$ cat config.mk
export PLATFORM = sky130hd
export DESIGN_NAME = xor_parity_accum
export DESIGN_NICKNAME = d
export VERILOG_FILES = /design/src/rtl/xor_parity_accum_pkg.sv /design/src/rtl/xor_parity_accum_xor_gate.sv /design/src/rtl/xor_parity_accum.sv
export SDC_FILE = /design/constraint.sdc
export NUM_CORES = 1
export LEC_CHECK = 0
export ABC_AREA = 1
export CAP_MARGIN = 0
export CORE_ASPECT_RATIO = 1.4
export CORE_MARGIN = 1.5
export CORE_UTILIZATION = 49
export CTS_CLUSTER_DIAMETER = 120
export DETAILED_ROUTE_END_ITERATION = 7
export PLACE_DENSITY_LB_ADDON = 0.1
export RECOVER_POWER = 100
export SLEW_MARGIN = 0
export SYNTH_ARGS = -nofsm -noshare
export SYNTH_HDL_FRONTEND = slang
export SYNTH_SLANG_ARGS = --single-unit
$ cat constraint.sdc
create_clock -name clk -period 1.55 [get_ports clk]
set_input_delay 0.31 -clock clk [delete_from_list [all_inputs] [get_ports clk]]
set_output_delay 0.31 -clock clk [all_outputs]
set_load 0.01 [all_outputs]
$ cat src/rtl/xor_parity_accum_pkg.sv
// ---------------------------------------------------------------------------
// xor_parity_accum_pkg
// Shared definitions for the serial parity accumulator:
//   - state_t     : FSM state encodings (ACCUM / DONE / CHECK)
//   - PAR_EVEN/ODD: parity sense constants
//   - cnt_width() : width of the in-frame bit counter for a given frame size
// ---------------------------------------------------------------------------
package xor_parity_accum_pkg;

    typedef enum logic [1:0] {
        ST_ACCUM = 2'd0,
        ST_DONE  = 2'd1,
        ST_CHECK = 2'd2
    } state_t;

    localparam logic PAR_EVEN = 1'b0;
    localparam logic PAR_ODD  = 1'b1;

    // A one-bit frame still needs a one-bit counter so the port/compare
    // widths stay legal.
    function automatic int cnt_width(input int frame_bits);
        return (frame_bits > 1) ? $clog2(frame_bits) : 1;
    endfunction

endpackage

$ cat src/rtl/xor_parity_accum_xor_gate.sv
// ---------------------------------------------------------------------------
// xor_gate
// Existing 2-input XOR cell; the accumulator uses it to fold each incoming
// bit into the running parity.
// Ports:
//   a, b : operands
//   y    : a ^ b
// ---------------------------------------------------------------------------
module xor_gate (
    input  logic a,
    input  logic b,
    output logic y
);

    assign y = a ^ b;

endmodule

$ cat src/rtl/xor_parity_accum.sv
// ---------------------------------------------------------------------------
// xor_parity_accum
// Serial parity accumulator. XOR-folds FRAME_BITS accepted bits into one
// parity bit, offers it on a valid/ready output, then re-arms.
//
// Optional feature macro: XOR_PARITY_CHECK_EN
//   When defined, the bit after each frame is taken as the received parity
//   bit and compared against the computed one; the outcome is on parity_err.
//
// Parameters:
//   FRAME_BITS  data bits per frame (1..256)
//   ODD_PARITY  0 = even parity, 1 = odd parity
//   CNT_W       width of frame_count (wraps)
// Ports:
//   clk, rst      clock, synchronous active-high reset
//   bit_in        serial data bit
//   bit_valid     bit_in valid
//   bit_ready     bit accepted when bit_valid & bit_ready
//   parity_out    frame parity, stable while parity_valid
//   parity_valid  result available
//   parity_ready  result consumed when parity_valid & parity_ready
//   busy          partial frame held or result pending
//   frame_count   number of completed result transfers
//   parity_err    (XOR_PARITY_CHECK_EN only) received parity mismatch
// ---------------------------------------------------------------------------
module xor_parity_accum
    import xor_parity_accum_pkg::*;
#(
    parameter int FRAME_BITS = 8,
    parameter int ODD_PARITY = 0,
    parameter int CNT_W      = 16
) (
    input  logic             clk,
    input  logic             rst,
    input  logic             bit_in,
    input  logic             bit_valid,
    output logic             bit_ready,
    output logic             parity_out,
    output logic             parity_valid,
    input  logic             parity_ready,
    output logic             busy,
    output logic [CNT_W-1:0] frame_count
`ifdef XOR_PARITY_CHECK_EN
    ,
    output logic             parity_err
`endif
);

    localparam int             CW        = cnt_width(FRAME_BITS);
    localparam logic [CW-1:0]  LAST_IDX  = CW'(FRAME_BITS - 1);
    localparam logic           PAR_SENSE = (ODD_PARITY != 0) ? PAR_ODD : PAR_EVEN;

    state_t           state;
    state_t           state_next;
    logic             acc;
    logic             acc_xor;
    logic [CW-1:0]    cnt;
    logic [CNT_W-1:0] frame_cnt_q;
    logic             bit_accept;
    logic             result_take;
    logic             frame_end;

    xor_gate u_xor (
        .a (acc),
        .b (bit_in),
        .y (acc_xor)
    );

    assign bit_accept  = bit_valid & bit_ready;
    assign result_take = parity_valid & parity_ready;
    assign frame_end   = (cnt == LAST_IDX);
    assign frame_count = frame_cnt_q;

    // State register.
    always_ff @(posedge clk) begin
        if (rst) begin
            state <= ST_ACCUM;
        end else begin
            state <= state_next;
        end
    end

    // Next-state logic. With the check feature the frame gets one extra
    // bit (the received parity) handled in CHECK before the result is shown.
    always_comb begin
        state_next = state;
        case (state)
            ST_ACCUM: begin
                if (bit_accept && frame_end) begin
`ifdef XOR_PARITY_CHECK_EN
                    state_next = ST_CHECK;
`else
                    state_next = ST_DONE;
`endif
                end
            end
            ST_CHECK: begin
`ifdef XOR_PARITY_CHECK_EN
                if (bit_accept) begin
                    state_next = ST_DONE;
                end
`else
                state_next = ST_ACCUM;
`endif
            end
            ST_DONE: begin
                if (result_take) begin
                    state_next = ST_ACCUM;
                end
            end
            default: state_next = ST_ACCUM;
        endcase
    end

    // Output decode. parity_out is forced low outside DONE so it reads 0
    // after reset regardless of the parity sense.
    always_comb begin
        bit_ready    = 1'b0;
        parity_valid = 1'b0;
        parity_out   = 1'b0;
        case (state)
            ST_ACCUM: bit_ready = 1'b1;
            ST_CHECK: begin
`ifdef XOR_PARITY_CHECK_EN
                bit_ready = 1'b1;
`endif
            end
            ST_DONE: begin
                parity_valid = 1'b1;
                parity_out   = acc ^ PAR_SENSE;
            end
            default: bit_ready = 1'b0;
        endcase
        busy = (state != ST_ACCUM) | (cnt != '0);
    end

    // Datapath: running parity, in-frame bit index and frame counter.
    // acc only folds data bits; the received parity bit in CHECK leaves it
    // alone so parity_out stays the computed value.
    always_ff @(posedge clk) begin
        if (rst) begin
            acc         <= 1'b0;
            cnt         <= '0;
            frame_cnt_q <= '0;
`ifdef XOR_PARITY_CHECK_EN
            parity_err  <= 1'b0;
`endif
        end else begin
            if (state == ST_ACCUM && bit_accept) begin
                acc <= acc_xor;
                cnt <= frame_end ? '0 : cnt + CW'(1);
            end
`ifdef XOR_PARITY_CHECK_EN
            if (state == ST_CHECK && bit_accept) begin
                parity_err <= (acc ^ PAR_SENSE) ^ bit_in;
            end
`endif
            if (result_take) begin
                acc         <= 1'b0;
                frame_cnt_q <= frame_cnt_q + CNT_W'(1);
            end
        end
    end

endmodule

-- After elaboration in Yosys (flattened, before gate mapping)
Cells that the tools add are included.
- bitwise gates (word level): 4
- muxes and demuxes: 7
- equality and inequality tests: 4
- reduce and logical (&&, ||, !) cells: 7
- add/subtract/negate cells: 2
- operators by type and width (cell ; count):
    $add 16x1->16 const B ; 1
    $mux 2 ; 2
    $ne 2x2->1 const B ; 2
    $pmux 2 s2 ; 1
    $add 3x1->3 const B ; 1
    $eq 3x3->1 const B ; 1
    $mux 1 ; 3
    $mux 3 ; 1
    $reduce_bool 3->1 ; 1
    $and 1x1->1 ; 2
    $eq 2x1->1 const B ; 1
    $logic_and 1x1->1 ; 2
    $logic_not 2->1 ; 1
    $reduce_and 2->1 ; 1
    $reduce_bool 2->1 ; 1
    $reduce_or 2->1 ; 1
    $or 1x1->1 ; 1
    $xor 1x1->1 ; 1
- logic and storage cells: 28
- input bits: 5
- output and inout bits: 20
- register bits after elaboration: 22

-- Longest topological paths before layout
- depth after elaboration: 6
- depth in mapped cells: 9
- gate-level depth less buffers: 9

-- Hierarchy
A second synthesis with hierarchy kept.
- cells, all modules: 169
- area, all modules: 1098.6 µm²
- by module, submodules not included (module ; instances ; area an instance (µm²) ; seq. area each (µm²) ; cells each):
    xor_parity_accum ; 1 ; 1079.8 ; 420.4 ; 164
    xor_gate ; 1 ; 18.8 ; 0.0 ; 5

-- Least setup slack after synthesis
No wires, ideal clock.
- kind: reg2reg
- start point: reg frame_cnt_q[0] (netlist: frame_count[0])
- end point: reg frame_cnt_q[12] (netlist: frame_count[12])
- data required time: 1.437 ns
- data arrival time: 1.248 ns
- cell stages (with the launch flop): 9
- clock period less this slack: 1.361 ns
- path slack: 0.189 ns
- library setup time: 0.113 ns
- path buffers: 0
- cells stage by stage: dfxtp_1 -> ha_1 -> nand2_1 -> nor2_1 -> nand2_1 -> nor2_1 -> nand2_1 -> nor2_1 -> nor2_1
- cells in the longest elaborated chain, start to end: 1
- ends and longest elaborated chain (element ; line ; text):
    from (decl) ; xor_parity_accum.sv:58 ; logic [CNT_W-1:0] frame_cnt_q;
    from (signal assigned) ; xor_parity_accum.sv:160 ; frame_cnt_q <= frame_cnt_q + CNT_W'(1);
    $add 16x1->16 ; xor_parity_accum.sv:160 ;
No other way between the ends.
A chain may end at the register's enable or synchronous reset.

-- Worst setup path in the final report
- start point: reg frame_cnt_q[14] (netlist: frame_count[14])
- end point: out frame_count[14]
- RTL lines (element ; line ; text):
    to (decl) ; xor_parity_accum.sv:42 ; output logic [CNT_W-1:0] frame_count
No word-level cell between the ends.

==> summary.md <==
| Metric | Value |
|---|---|
| Outcome | `completed` |
| Setup TNS | `0 ps` |
| RSZ-0062 raised after global routing | `false` |
| Inserted Diodes | `0` |
| CP Capture Point | `frame_count[14]` |
| Boundary Pins | `25` |
| Cell family with most CP delay | `buffers and inverters` |
| Worst skew pair latency | `310 ps` |
| Root Driver | `clkbuf_4` |
| Leak Pwr | `0.642 nW` |
| Worst Setup Start Kind | `flop` |
| Met2 wire len | `1.34 mm` |
| Post-DP HPWL | `1.96 mm` |
| CTS Sinks | `21` |
| Worst IR Drop VDD | `560 uV` |
| DR WL/cell | `11.2 um` |
| GPL Wtd Cong | `0.879` |
| Initial antenna violation count | `0` |
| Top sig layer | `met4` |
| Post-Route M1 WL | `1.06 mm` |
| TritonCTS clock tree | `done` |
| Post-DRT Antenna Nets | `0` |
| Synth Warn # | `0` |
| R2R setup slack | `200 ps` |
| Fill count | `215` |
| FF-to-FF End | `frame_count[5]` |
| Worst path cell trace | `clkdlybuf4s50_1` |
| Post-synthesis sequential area ratio | `37.3%` |
| Maxcap violations | `0` |
| Power Density | `615 nW/um^2` |
| P&R area growth vs syn | `28.9%` |
| Vias per cell | `5.04` |
| Number of I/O port buffers | `24` |
| Starting Density | `51.8%` |
| Syn nets | `176` |
| FF-to-FF Start | `state[0]` |
| Crit path depth | `1` |
| Min Hold Slack | `491 ps` |
| Layout Utilization | `66.7%` |
| Final min period | `1500 ps` |
| Clock-pin slew on the worst setup and hold paths | `130 ps` |
| Vias in the first global route | `1065` |
| Final period util | `96.8%` |
| Mapped Area | `1130 um^2` |
| Overall Global Routing Usage | `21.7%` |
| Power Total | `0.893 mW` |
| Setup bufs post-CTS | `0` |
| First-pass GRT wire length | `4.34 mm` |
| Share of cells above drive strength 1 | `9.41%` |
| First-iteration detailed-routing DRC count | `19` |
| Worst hold path class | `flop to flop` |
| DRT Wirelength | `2.52 mm` |
| Avg Cell Area, Syn | `6.75 um^2` |
| DIE AREA | `2600 um^2` |
| Nets | `212` |
| Endpoint type of the worst setup path | `primary output` |
| Least-Margin Pin Slew | `277 ps` |
| Global route overflow | `0` |
| Vias | `1130` |
| CP Max Fanout | `3` |
| Bufs and invs on worst path | `1` |
| Worst Skew | `10.6 ps` |
| Slew Limit Fails | `0` |
| TritonRoute pass-1 iters | `4` |
| Slowest CP cell | `clkdlybuf4s50_1` |
| Die width | `43.5 um` |
| Synth unique cells | `21` |
| Final setup violation count | `0` |
| WP data arrival | `1190 ps` |
| Final routed DRC violation total | `0` |
| Slowest stage delay, CP | `530 ps` |
| Worst R2R Path Depth | `6` |
| Longest Clk Path Bufs | `2` |
| Dpl cell area | `1460 um^2` |
| CP required | `1240 ps` |
| # H-tree levels | `1` |
| WS Path Type | `flop to primary output` |
| FMAX | `0.666 GHz` |
| Core area | `2180 um^2` |
| Row cnt | `20` |
| Met3 wire length | `70 um` |
| Largest net degree at the start of global routing | `17` |
| Final instance area | `1450 um^2` |
| Rel. slew slack | `81.5%` |
| Crit path launch | `frame_count[14]` |
| Yosys reg bits | `21` |
| Final Hold Vio Count | `0` |
| Die Y | `59.8 um` |
| Post-Synthesis Cells | `167` |
| Total CTS buffers | `3` |
-- cells in the mapped netlist --
| library cell | n | share of area [%] |
|---|---|---|
| nand3b_1 | 2 | 1.3 |
| o21ai_2 | 1 | 0.78 |
| o21ai_0 | 10 | 4.4 |
| nor2_4 | 1 | 1.0 |
| nand4_1 | 2 | 1.1 |
| nand2_1 | 34 | 11 |
| xor2_1 | 2 | 1.6 |
| nand3_2 | 2 | 1.8 |
| nor2_2 | 2 | 1.1 |
| nor3b_1 | 2 | 1.3 |
| nand3_1 | 11 | 4.9 |
| ha_1 | 4 | 4.4 |
| nor2_1 | 34 | 11 |
| buf_2 | 1 | 0.44 |
| dfxtp_1 | 21 | 37 |
| inv_2 | 1 | 0.33 |
| a21oi_1 | 8 | 3.6 |
| nand2_4 | 1 | 1.0 |
| nand3_4 | 1 | 1.6 |
| nor3_1 | 4 | 1.8 |
| inv_1 | 23 | 7.7 |
-- worst min-delay path by stage --
| stage | endpoint | slack (ps) | startpoint | cells past startpoint |
|---|---|---|---|---|
| after detailed placement | cnt[1] | 470 | cnt[1] | 2 |
| after CTS | cnt[1] | 490 | cnt[1] | 2 |
| after global placement | cnt[1] | 460 | cnt[1] | 2 |
| after floorplan | frame_count[0] | 380 | rst | 1 |
| after global routing | cnt[1] | 540 | cnt[1] | 2 |
| final | cnt[1] | 490 | cnt[1] | 2 |
-- state kept, by name, summed over array words and instances (netlist names) --
name and count:
acc 1, frame_count 16, state 1, cnt 3
-- kinds of logic after synthesis --
| group | after synthesis | synth area share [%] |
|---|---|---|
| simple gates | 96 | 39.5 |
| buf+inv | 25 | 8.43 |
| fa+ha+maj | 4 | 4.44 |
| flops | 21 | 37.3 |
| xor+xnor | 2 | 1.55 |
| compound gates | 19 | 8.77 |
-- placed cells by master (no fill, tap or decap), types with 3 or more instances in the layout --
master           netlist  layout
inv_1                 23      24
nor3_1                 4       4
clkdlybuf4s25_1        0       4
o21ai_0               10      10
clkbuf_4               0       3
clkdlybuf4s50_1        0       7
nand3_1               11      12
dfxtp_1               21      17
dfxtp_2                0       4
a21oi_1                8       8
ha_1                   4       4
nand2_1               34      35
buf_4                  0       6
nor2_1                34      36
dlygate4sd2_1          0      10
-- metal layers --
layer / vias to the layer above / GRT usage (%)
li1: 596 / -
met1: 511 / 24.4
met2: 17 / 38.4
met3: 6 / 2.72
met4: 0 / 12.6
met5: - / 0
-- layout make-up --
class,count,area (um^2),share of cell area [%]
Multi-Input combinational cell,121,589,40.6
Sequential cell,21,425,29.3
Timing Repair Buffer,32,294,20.2
Tap cell,22,27.5,1.89
Clock buffer,4,26.3,1.81
Inverter,24,90.1,6.20
-- report_power, final --
part           switching [mW]  leakage (nW)  internal [mW]
sequential            0.00586         0.172          0.548
clock                   0.171        0.0150          0.100
combinational          0.0348         0.455         0.0332
-- timing repair --
item | CTS | global route
resized for setup | 28 | 9
cloned | 0 | 0
hold buffers | 0 | 0
setup endpoints to repair | 15 | 7
hold endpoints to repair | 0 | 0
-- per-stage QoR --
step,setup WS [ps],std cells
6_report,49.1,224
2_1_floorplan,189,167
3_3_place_gp,-49.3,220
4_1_cts,4.19,224
3_5_place_dp,-81.8,220
5_1_grt,0.556,224
Note: power is estimated with default switching activity, not from simulation.
